## src/rtl/pipe_ctrl_seq_if.sv

```systemverilog
// Hazard-in / strobe-out bundle between the pipeline control sequencer and the datapath registers.
// Latency: none; plain wires.
// Backpressure: the strobes themselves are the backpressure (enables low = hold, flush high = bubble).
// Ports (master = sequencer side):
//   in  : if_id_rs1/rs2, id_ex_rd, id_ex_mem_read, ex_branch_taken, dmem_req, dmem_ready
//   out : pc_en, if_id_en, id_ex_en, ex_mem_en, mem_wb_en, if_id_flush, id_ex_flush,
//         mem_wb_flush, mem_timeout, stall_cnt, flush_cnt
interface pipe_ctrl_seq_if #(
  parameter int CNT_W = 32
);
  logic [4:0]       if_id_rs1;
  logic [4:0]       if_id_rs2;
  logic [4:0]       id_ex_rd;
  logic             id_ex_mem_read;
  logic             ex_branch_taken;
  logic             dmem_req;
  logic             dmem_ready;

  logic             pc_en;
  logic             if_id_en;
  logic             id_ex_en;
  logic             ex_mem_en;
  logic             mem_wb_en;
  logic             if_id_flush;
  logic             id_ex_flush;
  logic             mem_wb_flush;
  logic             mem_timeout;
  logic [CNT_W-1:0] stall_cnt;
  logic [CNT_W-1:0] flush_cnt;

  modport master (
    input  if_id_rs1, if_id_rs2, id_ex_rd, id_ex_mem_read, ex_branch_taken, dmem_req, dmem_ready,
    output pc_en, if_id_en, id_ex_en, ex_mem_en, mem_wb_en,
           if_id_flush, id_ex_flush, mem_wb_flush, mem_timeout, stall_cnt, flush_cnt
  );

  modport slave (
    output if_id_rs1, if_id_rs2, id_ex_rd, id_ex_mem_read, ex_branch_taken, dmem_req, dmem_ready,
    input  pc_en, if_id_en, id_ex_en, ex_mem_en, mem_wb_en,
           if_id_flush, id_ex_flush, mem_wb_flush, mem_timeout, stall_cnt, flush_cnt
  );
endinterface

```

## src/rtl/pipe_ctrl_seq.sv

```systemverilog
// Pipeline control sequencer: hazard terms -> per-register enable/flush strobes for a 5-stage RV32 core.
// Latency: strobes are combinational (0 cycles); counters and watchdog flag update on the next edge.
// Backpressure: a data-memory wait freezes PC..EX/MEM and bubbles MEM/WB; a watchdog timeout freezes all.
// Ports: clk, rst (async, active high); bus (pipe_ctrl_seq_if.master) carries hazard inputs,
//   register strobes, the sticky mem_timeout flag and the saturating stall/flush counters.
module pipe_ctrl_seq #(
  parameter int STARTUP_CYCLES = 2,
  parameter int TIMEOUT        = 255,
  parameter int CNT_W          = 32
) (
  input  logic             clk,
  input  logic             rst,
  pipe_ctrl_seq_if.master  bus
);

  localparam int SU_W   = (STARTUP_CYCLES > 1) ? $clog2(STARTUP_CYCLES) : 1;
  localparam int WAIT_W = $clog2(TIMEOUT + 1);
  localparam logic [SU_W-1:0]   SU_LAST   = SU_W'(STARTUP_CYCLES - 1);
  localparam logic [WAIT_W-1:0] WAIT_LAST = WAIT_W'(TIMEOUT - 1);
  localparam logic [WAIT_W-1:0] WAIT_MAX  = WAIT_W'(TIMEOUT);

  typedef enum logic [1:0] {
    INIT     = 2'd0,
    RUN      = 2'd1,
    MEM_WAIT = 2'd2
  } state_t;

  state_t            state_q, state_d;
  logic [SU_W-1:0]   su_cnt_q;
  logic [WAIT_W-1:0] wait_cnt_q;
  logic              timeout_q;
  logic [CNT_W-1:0]  stall_q;
  logic [CNT_W-1:0]  flush_q;

  logic busy;
  logic lu;
  logic squash;
  logic stall_inc;
  logic wd_trip;

  logic pc_en_c, if_id_en_c, id_ex_en_c, ex_mem_en_c, mem_wb_en_c;
  logic if_id_flush_c, id_ex_flush_c, mem_wb_flush_c;

  assign busy = bus.dmem_req & ~bus.dmem_ready;
  assign lu   = bus.id_ex_mem_read & (bus.id_ex_rd != 5'd0) &
                ((bus.id_ex_rd == bus.if_id_rs1) | (bus.id_ex_rd == bus.if_id_rs2));

  // The counter already holds the number of earlier busy cycles in this run, so
  // the TIMEOUT-th consecutive busy cycle is the one whose edge raises the flag.
  assign wd_trip = (state_q != INIT) & busy & (wait_cnt_q == WAIT_LAST);

  always_comb begin
    state_d        = state_q;
    pc_en_c        = 1'b1;
    if_id_en_c     = 1'b1;
    id_ex_en_c     = 1'b1;
    ex_mem_en_c    = 1'b1;
    mem_wb_en_c    = 1'b1;
    if_id_flush_c  = 1'b0;
    id_ex_flush_c  = 1'b0;
    mem_wb_flush_c = 1'b0;
    squash         = 1'b0;

    case (state_q)
      INIT:     if (su_cnt_q == SU_LAST) state_d = RUN;
      RUN:      if (busy) state_d = MEM_WAIT;
      MEM_WAIT: if (!busy) state_d = RUN;
      default:  state_d = INIT;
    endcase

    if (state_q == INIT) begin
      pc_en_c        = 1'b0;
      if_id_flush_c  = 1'b1;
      id_ex_flush_c  = 1'b1;
      mem_wb_flush_c = 1'b1;
    end else if (timeout_q) begin
      // Dead pipeline: nothing moves and nothing is overwritten until reset.
      pc_en_c        = 1'b0;
      if_id_en_c     = 1'b0;
      id_ex_en_c     = 1'b0;
      ex_mem_en_c    = 1'b0;
      mem_wb_en_c    = 1'b0;
    end else if (busy) begin
      pc_en_c        = 1'b0;
      if_id_en_c     = 1'b0;
      id_ex_en_c     = 1'b0;
      ex_mem_en_c    = 1'b0;
      mem_wb_flush_c = 1'b1;
    end else if (bus.ex_branch_taken) begin
      // pc_en stays high so the branch target is fetched this edge.
      squash         = 1'b1;
      if_id_flush_c  = 1'b1;
      id_ex_flush_c  = 1'b1;
    end else if (lu) begin
      pc_en_c        = 1'b0;
      if_id_en_c     = 1'b0;
      id_ex_flush_c  = 1'b1;
    end
  end

  assign stall_inc = (state_q != INIT) & ~pc_en_c & ~timeout_q;

  always_ff @(posedge clk or posedge rst) begin
    if (rst) begin
      state_q    <= INIT;
      su_cnt_q   <= '0;
      wait_cnt_q <= '0;
      timeout_q  <= 1'b0;
      stall_q    <= '0;
      flush_q    <= '0;
    end else begin
      state_q <= state_d;

      if (state_q == INIT && su_cnt_q != SU_LAST)
        su_cnt_q <= su_cnt_q + 1'b1;

      // Counts the current run of busy cycles, including the one that enters
      // MEM_WAIT; any non-busy cycle ends the run.
      if (state_q == INIT || !busy)
        wait_cnt_q <= '0;
      else if (wait_cnt_q != WAIT_MAX)
        wait_cnt_q <= wait_cnt_q + 1'b1;

      if (wd_trip)
        timeout_q <= 1'b1;

      if (stall_inc && stall_q != {CNT_W{1'b1}})
        stall_q <= stall_q + 1'b1;

      if (squash && flush_q != {CNT_W{1'b1}})
        flush_q <= flush_q + 1'b1;
    end
  end

  assign bus.pc_en        = pc_en_c;
  assign bus.if_id_en     = if_id_en_c;
  assign bus.id_ex_en     = id_ex_en_c;
  assign bus.ex_mem_en    = ex_mem_en_c;
  assign bus.mem_wb_en    = mem_wb_en_c;
  assign bus.if_id_flush  = if_id_flush_c;
  assign bus.id_ex_flush  = id_ex_flush_c;
  assign bus.mem_wb_flush = mem_wb_flush_c;
  assign bus.mem_timeout  = timeout_q;
  assign bus.stall_cnt    = stall_q;
  assign bus.flush_cnt    = flush_q;

endmodule

```

## src/flat_wrapper.sv

```systemverilog
// flat-port wrapper written by rule: the top's interface ports become plain ports
module pipe_ctrl_seq_flat 
#(
  parameter int STARTUP_CYCLES = 2,
  parameter int TIMEOUT        = 255,
  parameter int CNT_W          = 32
)
  (clk, rst, bus_if_id_rs1, bus_if_id_rs2, bus_id_ex_rd, bus_id_ex_mem_read, bus_ex_branch_taken, bus_dmem_req, bus_dmem_ready, bus_pc_en, bus_if_id_en, bus_id_ex_en, bus_ex_mem_en, bus_mem_wb_en, bus_if_id_flush, bus_id_ex_flush, bus_mem_wb_flush, bus_mem_timeout, bus_stall_cnt, bus_flush_cnt);
  pipe_ctrl_seq_if #(.CNT_W(CNT_W)) bus_i ();
  input  logic clk;
  input  logic rst;
  input wire logic [$bits(bus_i.if_id_rs1)-1:0] bus_if_id_rs1;
  input wire logic [$bits(bus_i.if_id_rs2)-1:0] bus_if_id_rs2;
  input wire logic [$bits(bus_i.id_ex_rd)-1:0] bus_id_ex_rd;
  input wire logic [$bits(bus_i.id_ex_mem_read)-1:0] bus_id_ex_mem_read;
  input wire logic [$bits(bus_i.ex_branch_taken)-1:0] bus_ex_branch_taken;
  input wire logic [$bits(bus_i.dmem_req)-1:0] bus_dmem_req;
  input wire logic [$bits(bus_i.dmem_ready)-1:0] bus_dmem_ready;
  output wire logic [$bits(bus_i.pc_en)-1:0] bus_pc_en;
  output wire logic [$bits(bus_i.if_id_en)-1:0] bus_if_id_en;
  output wire logic [$bits(bus_i.id_ex_en)-1:0] bus_id_ex_en;
  output wire logic [$bits(bus_i.ex_mem_en)-1:0] bus_ex_mem_en;
  output wire logic [$bits(bus_i.mem_wb_en)-1:0] bus_mem_wb_en;
  output wire logic [$bits(bus_i.if_id_flush)-1:0] bus_if_id_flush;
  output wire logic [$bits(bus_i.id_ex_flush)-1:0] bus_id_ex_flush;
  output wire logic [$bits(bus_i.mem_wb_flush)-1:0] bus_mem_wb_flush;
  output wire logic [$bits(bus_i.mem_timeout)-1:0] bus_mem_timeout;
  output wire logic [$bits(bus_i.stall_cnt)-1:0] bus_stall_cnt;
  output wire logic [$bits(bus_i.flush_cnt)-1:0] bus_flush_cnt;
  assign bus_i.if_id_rs1 = bus_if_id_rs1;
  assign bus_i.if_id_rs2 = bus_if_id_rs2;
  assign bus_i.id_ex_rd = bus_id_ex_rd;
  assign bus_i.id_ex_mem_read = bus_id_ex_mem_read;
  assign bus_i.ex_branch_taken = bus_ex_branch_taken;
  assign bus_i.dmem_req = bus_dmem_req;
  assign bus_i.dmem_ready = bus_dmem_ready;
  assign bus_pc_en = bus_i.pc_en;
  assign bus_if_id_en = bus_i.if_id_en;
  assign bus_id_ex_en = bus_i.id_ex_en;
  assign bus_ex_mem_en = bus_i.ex_mem_en;
  assign bus_mem_wb_en = bus_i.mem_wb_en;
  assign bus_if_id_flush = bus_i.if_id_flush;
  assign bus_id_ex_flush = bus_i.id_ex_flush;
  assign bus_mem_wb_flush = bus_i.mem_wb_flush;
  assign bus_mem_timeout = bus_i.mem_timeout;
  assign bus_stall_cnt = bus_i.stall_cnt;
  assign bus_flush_cnt = bus_i.flush_cnt;
  pipe_ctrl_seq #(.STARTUP_CYCLES(STARTUP_CYCLES), .TIMEOUT(TIMEOUT), .CNT_W(CNT_W)) u_core (.clk(clk), .rst(rst), .bus(bus_i));
endmodule
```

## config.mk

```make
export PLATFORM = sky130hd
export DESIGN_NAME = pipe_ctrl_seq_flat
export DESIGN_NICKNAME = d
export VERILOG_FILES = /design/src/rtl/pipe_ctrl_seq_if.sv /design/src/rtl/pipe_ctrl_seq.sv /design/src/flat_wrapper.sv
export SDC_FILE = /design/constraint.sdc
export NUM_CORES = 1
export LEC_CHECK = 0
export CELL_PAD_IN_SITES_DETAIL_PLACEMENT = 1
export CELL_PAD_IN_SITES_GLOBAL_PLACEMENT = 2
export CORE_ASPECT_RATIO = 1.5
export CORE_MARGIN = 1.5
export CORE_UTILIZATION = 31
export CTS_CLUSTER_DIAMETER = 60
export DETAILED_ROUTE_END_ITERATION = 6
export HOLD_SLACK_MARGIN = 0.15
export PLACE_DENSITY_LB_ADDON = 0.08
export REMOVE_ABC_BUFFERS = 1
export SLEW_MARGIN = 20
export SYNTH_ARGS = -nofsm -noshare
export SYNTH_HDL_FRONTEND = slang
export SYNTH_SLANG_ARGS = --single-unit
```

## constraint.sdc

```tcl
create_clock -name clk -period 3.72 [get_ports clk]
set_clock_uncertainty 0.15 [all_clocks]
set_input_delay 0.744 -clock clk [delete_from_list [all_inputs] [get_ports clk]]
set_output_delay 0.744 -clock clk [all_outputs]
set_load 0.005 [all_outputs]
```

==> reports/qor.yml <==
clock_network:
  cts-root-buf: "clkbuf_16"
  clock_path_buffers: 2
  cts_tree: "yes"
  insertion_delay_ps: 340
  cts_sinks: 76
  cts_max_level: 3
  post-cts-setup-buffer-count: 0
  cts_made_buffers: 9
  holdBufCountCts: 0
  cts.reportedPaths.clkPinSlew_ps: 60
sta:
  timing.final.crit_share_pct: 95.11
  rsz0062_at_grt: "false"
  slew-limit-headroom_pct: 36.97
  fmax_mhz: 282.7
  setup_violations: 0
  hold_viol: 0
  post-route-min-period_ps: 3538
  slew_violations: 0
  finalWorstSetupSlack_ps: 182.1
  worstMarginPinSlew_ps: 944.1
drt:
  drtPass1Iterations: 4
  avgRoutedWirePerCell_um: 16.83
  via_per_inst: 5.151
  dr_total_vias: 3343
  drt_iter0_markers: 70
  post-route-drc-count: 0
  drt_wl_total_um: 10920
  ant_nets: 0
yosys:
  netlist_instances: 390
  yosys_warnings: 0
  synth_flop_cell: "dfrtp_1"
  synth.avg_cell_area_um2: 10.35
  synthArstFlopShare_pct: 100.0
  synth_edf_count: 0
  syn_area_um2: 4036
  ys_ff_latch: 76
  ys_seq_area_share_pct: 47.12
  ys_types: 50
final_layout:
  nFillCells: 1413
  layout-drive-gt1-share_pct: 8.925
  final_nets: 515
  syn2layout_area_growth_pct: 35.83
  final_core_util_pct: 43.60
  diodes: 0
min_path:
  hold_class: "flop to flop"
pwr:
  combPwrFrac_pct: 15.5
  power_switching_mw: 0.5535
  pwr-share-clk_pct: 41.2
  powerDensity_nw_per_um2: 404.4
  p_int_mw: 1.664
  seqPwrFrac_pct: 43.3
  finalPower_mw: 2.217
  power.leakage_nw: 2.296
  switching_share_pct: 24.97
  ir_drop_mv: 0.2147
setup_path:
  required_ps: 2830
  path_class: "input pin to output pin"
  max_stage_delay_ps: 490
  start_kind: "input pin"
  worstPathCellList: "clkdlybuf4s50_1 -> or4_1 -> o21a_1 -> nand2_1 -> buf_4 -> nand2_1 -> nand2_1 -> clkdlybuf4s50_1"
  path_max_fanout: 3
  worstPathArrival_ps: 2640
  slowest_stage: "clkdlybuf4s50_1"
  cp-end-kind: "output pin"
  crit_top_cell: "nand2_1"
flow_run:
  cap_violations: 0
floorplan:
  fp.dieH_um: 142.8
  core_area_um2: 12570
  design.die.area_um2: 13730
  design.portCount: 94
  die_w_um: 96.17
  core.rowCount: 50
  start_util_pct: 32.10
global_routing:
  overflow: 0
  grt_pass1_wl_um: 17910
  grt_max_degree: 43
  antenna_found_initial: 0
  grt_usage_pct: 17.04
  grt_pass1_vias: 3546
placed_design:
  hpwlAfterDp_um: 7900
  place_ws_ps: -31.79
  io_buffers: 93
  place_congestion: 0.7233
status:
  status: "finished clean"
path summary, 6_finish.rpt:
kind / cells after the start / start / slack, ps / endpoint
worst max-delay path: 8 / bus_id_ex_rd[4] / 180 / bus_if_id_en
worst min-delay path: 1 / u_core.su_cnt_q / 320 / u_core.su_cnt_q
worst max register to register: 7 / u_core.state_q[0] / 1370 / u_core.bus.stall_cnt[12]
worst min register to register: 1 / u_core.su_cnt_q / 320 / u_core.su_cnt_q
max in group asynchronous: 3 / rst / 1920 / u_core.bus.flush_cnt[9]
min in group asynchronous: 2 / rst / 780 / u_core.wait_cnt_q[0]
final cells by class:
class / instances / area, um^2 / share of cell area (%)
clock buffers: 13 / 280.3 / 5.112
clock inverters: 1 / 30.03 / 0.5477
inverters: 6 / 22.52 / 0.4108
multi-input cells: 296 / 2041 / 37.22
flip-flops and latches: 76 / 1902 / 34.69
well taps: 156 / 195.2 / 3.560
repair buffers: 101 / 1012 / 18.46
critical path, delay by kind of cell:
family	cells	cell delay, ps
AO/OA/AOI/OAI	1	200
buffers and inverters	3	1070
AND/OR/NAND/NOR	4	630
synthesized netlist by cell type, drive strengths merged (8+ instances only):
cell type	number	area [um^2]
and2	9	56.30
and3	17	106.4
and4	8	71.32
buf	9	65.06
dfrtp	76	1902
nand2	33	123.9
nand3	37	202.7
nand4	28	190.2
nor2	22	85.09
nor3	13	92.59
nor4	10	87.59
xnor2	54	473.0
xor2	19	166.4
placed cells by master (no fill, tap or decap), types with 2 or more instances in the layout:
cell,n
dlymetal6s2s_1,4
nand2_1,33
clkbuf_16,9
mux2_2,2
buf_4,7
clkdlybuf4s50_1,88
o21ai_0,7
nor4_2,4
and4_1,7
a31oi_1,3
o22ai_1,3
clkbuf_8,4
nor4_1,6
ha_1,4
nand3_1,35
inv_1,5
nor2_1,21
xnor2_1,54
xor2_1,19
dfrtp_1,76
a21oi_1,2
nor3_1,10
a211oi_1,2
nand2b_1,3
nand4b_1,3
and2_1,9
and3_1,17
nor3b_1,2
nand4_1,27
nor3_4,2
per-layer routing:
metal	part of all wire [%]	track usage (%)	vias up
li1	-	-	1586
met1	41	19.45	1665
met4	1.8	6.966	0
met3	5.2	3.994	15
met5	0	0	-
met2	52	29.87	77
power by group through the flow:
stage / clock, mW / combinational [mW] / sequential (mW)
floorplan: 0 / 0.151 / 0.962
CTS: 0.946 / 0.354 / 0.961
global placement: 0 / 0.350 / 0.972
global route: 0.973 / 0.385 / 0.971
finish: 0.912 / 0.344 / 0.960
detailed placement: 0 / 0.354 / 0.975
kinds of logic after synthesis:
| group | Yosys count | share of synthesized area [%] |
|---|---|---|
| AOI/OAI and AO/OA | 23 | 3.689 |
| xor gates and xnor gates | 73 | 15.84 |
| muxes | 4 | 1.085 |
| buffers and inverters | 18 | 2.480 |
| adders and majority gates | 4 | 1.240 |
| and+or+nand+nor | 192 | 28.55 |
| DFF | 76 | 47.12 |
registers in the layout, summed over array words and instances (netlist names):
| signal | count |
|---|---|
| u_core.bus.flush_cnt | 32 |
| u_core.wait_cnt_q | 8 |
| u_core.state_q | 2 |
| u_core.su_cnt_q | 1 |
| u_core.bus.stall_cnt | 32 |
| u_core.bus.mem_timeout | 1 |
stage by stage:
step / instance area, um^2 / setup TNS [ps] / hold WS, ps / instances
2_1_floorplan: 3959 / 0 / 283.8 / 378
3_3_place_gp: 5157 / 0 / 298.7 / 635
3_5_place_dp: 5157 / -31.79 / 314.7 / 635
4_1_cts: 5466 / 0 / 329.9 / 649
5_1_grt: 5483 / 0 / 351.1 / 649
6_report: 5483 / 0 / 323.6 / 649
repair_timing:
| item | 4_1_cts | 5_1_grt |
|---|---|---|
| gates resized for setup | 1 | 5 |
| endpoints found under the setup margin | 1 | 2 |
| cloned | 0 | 0 |
| pin swaps | 0 | 1 |
Power figures use the tool's default switching activity.
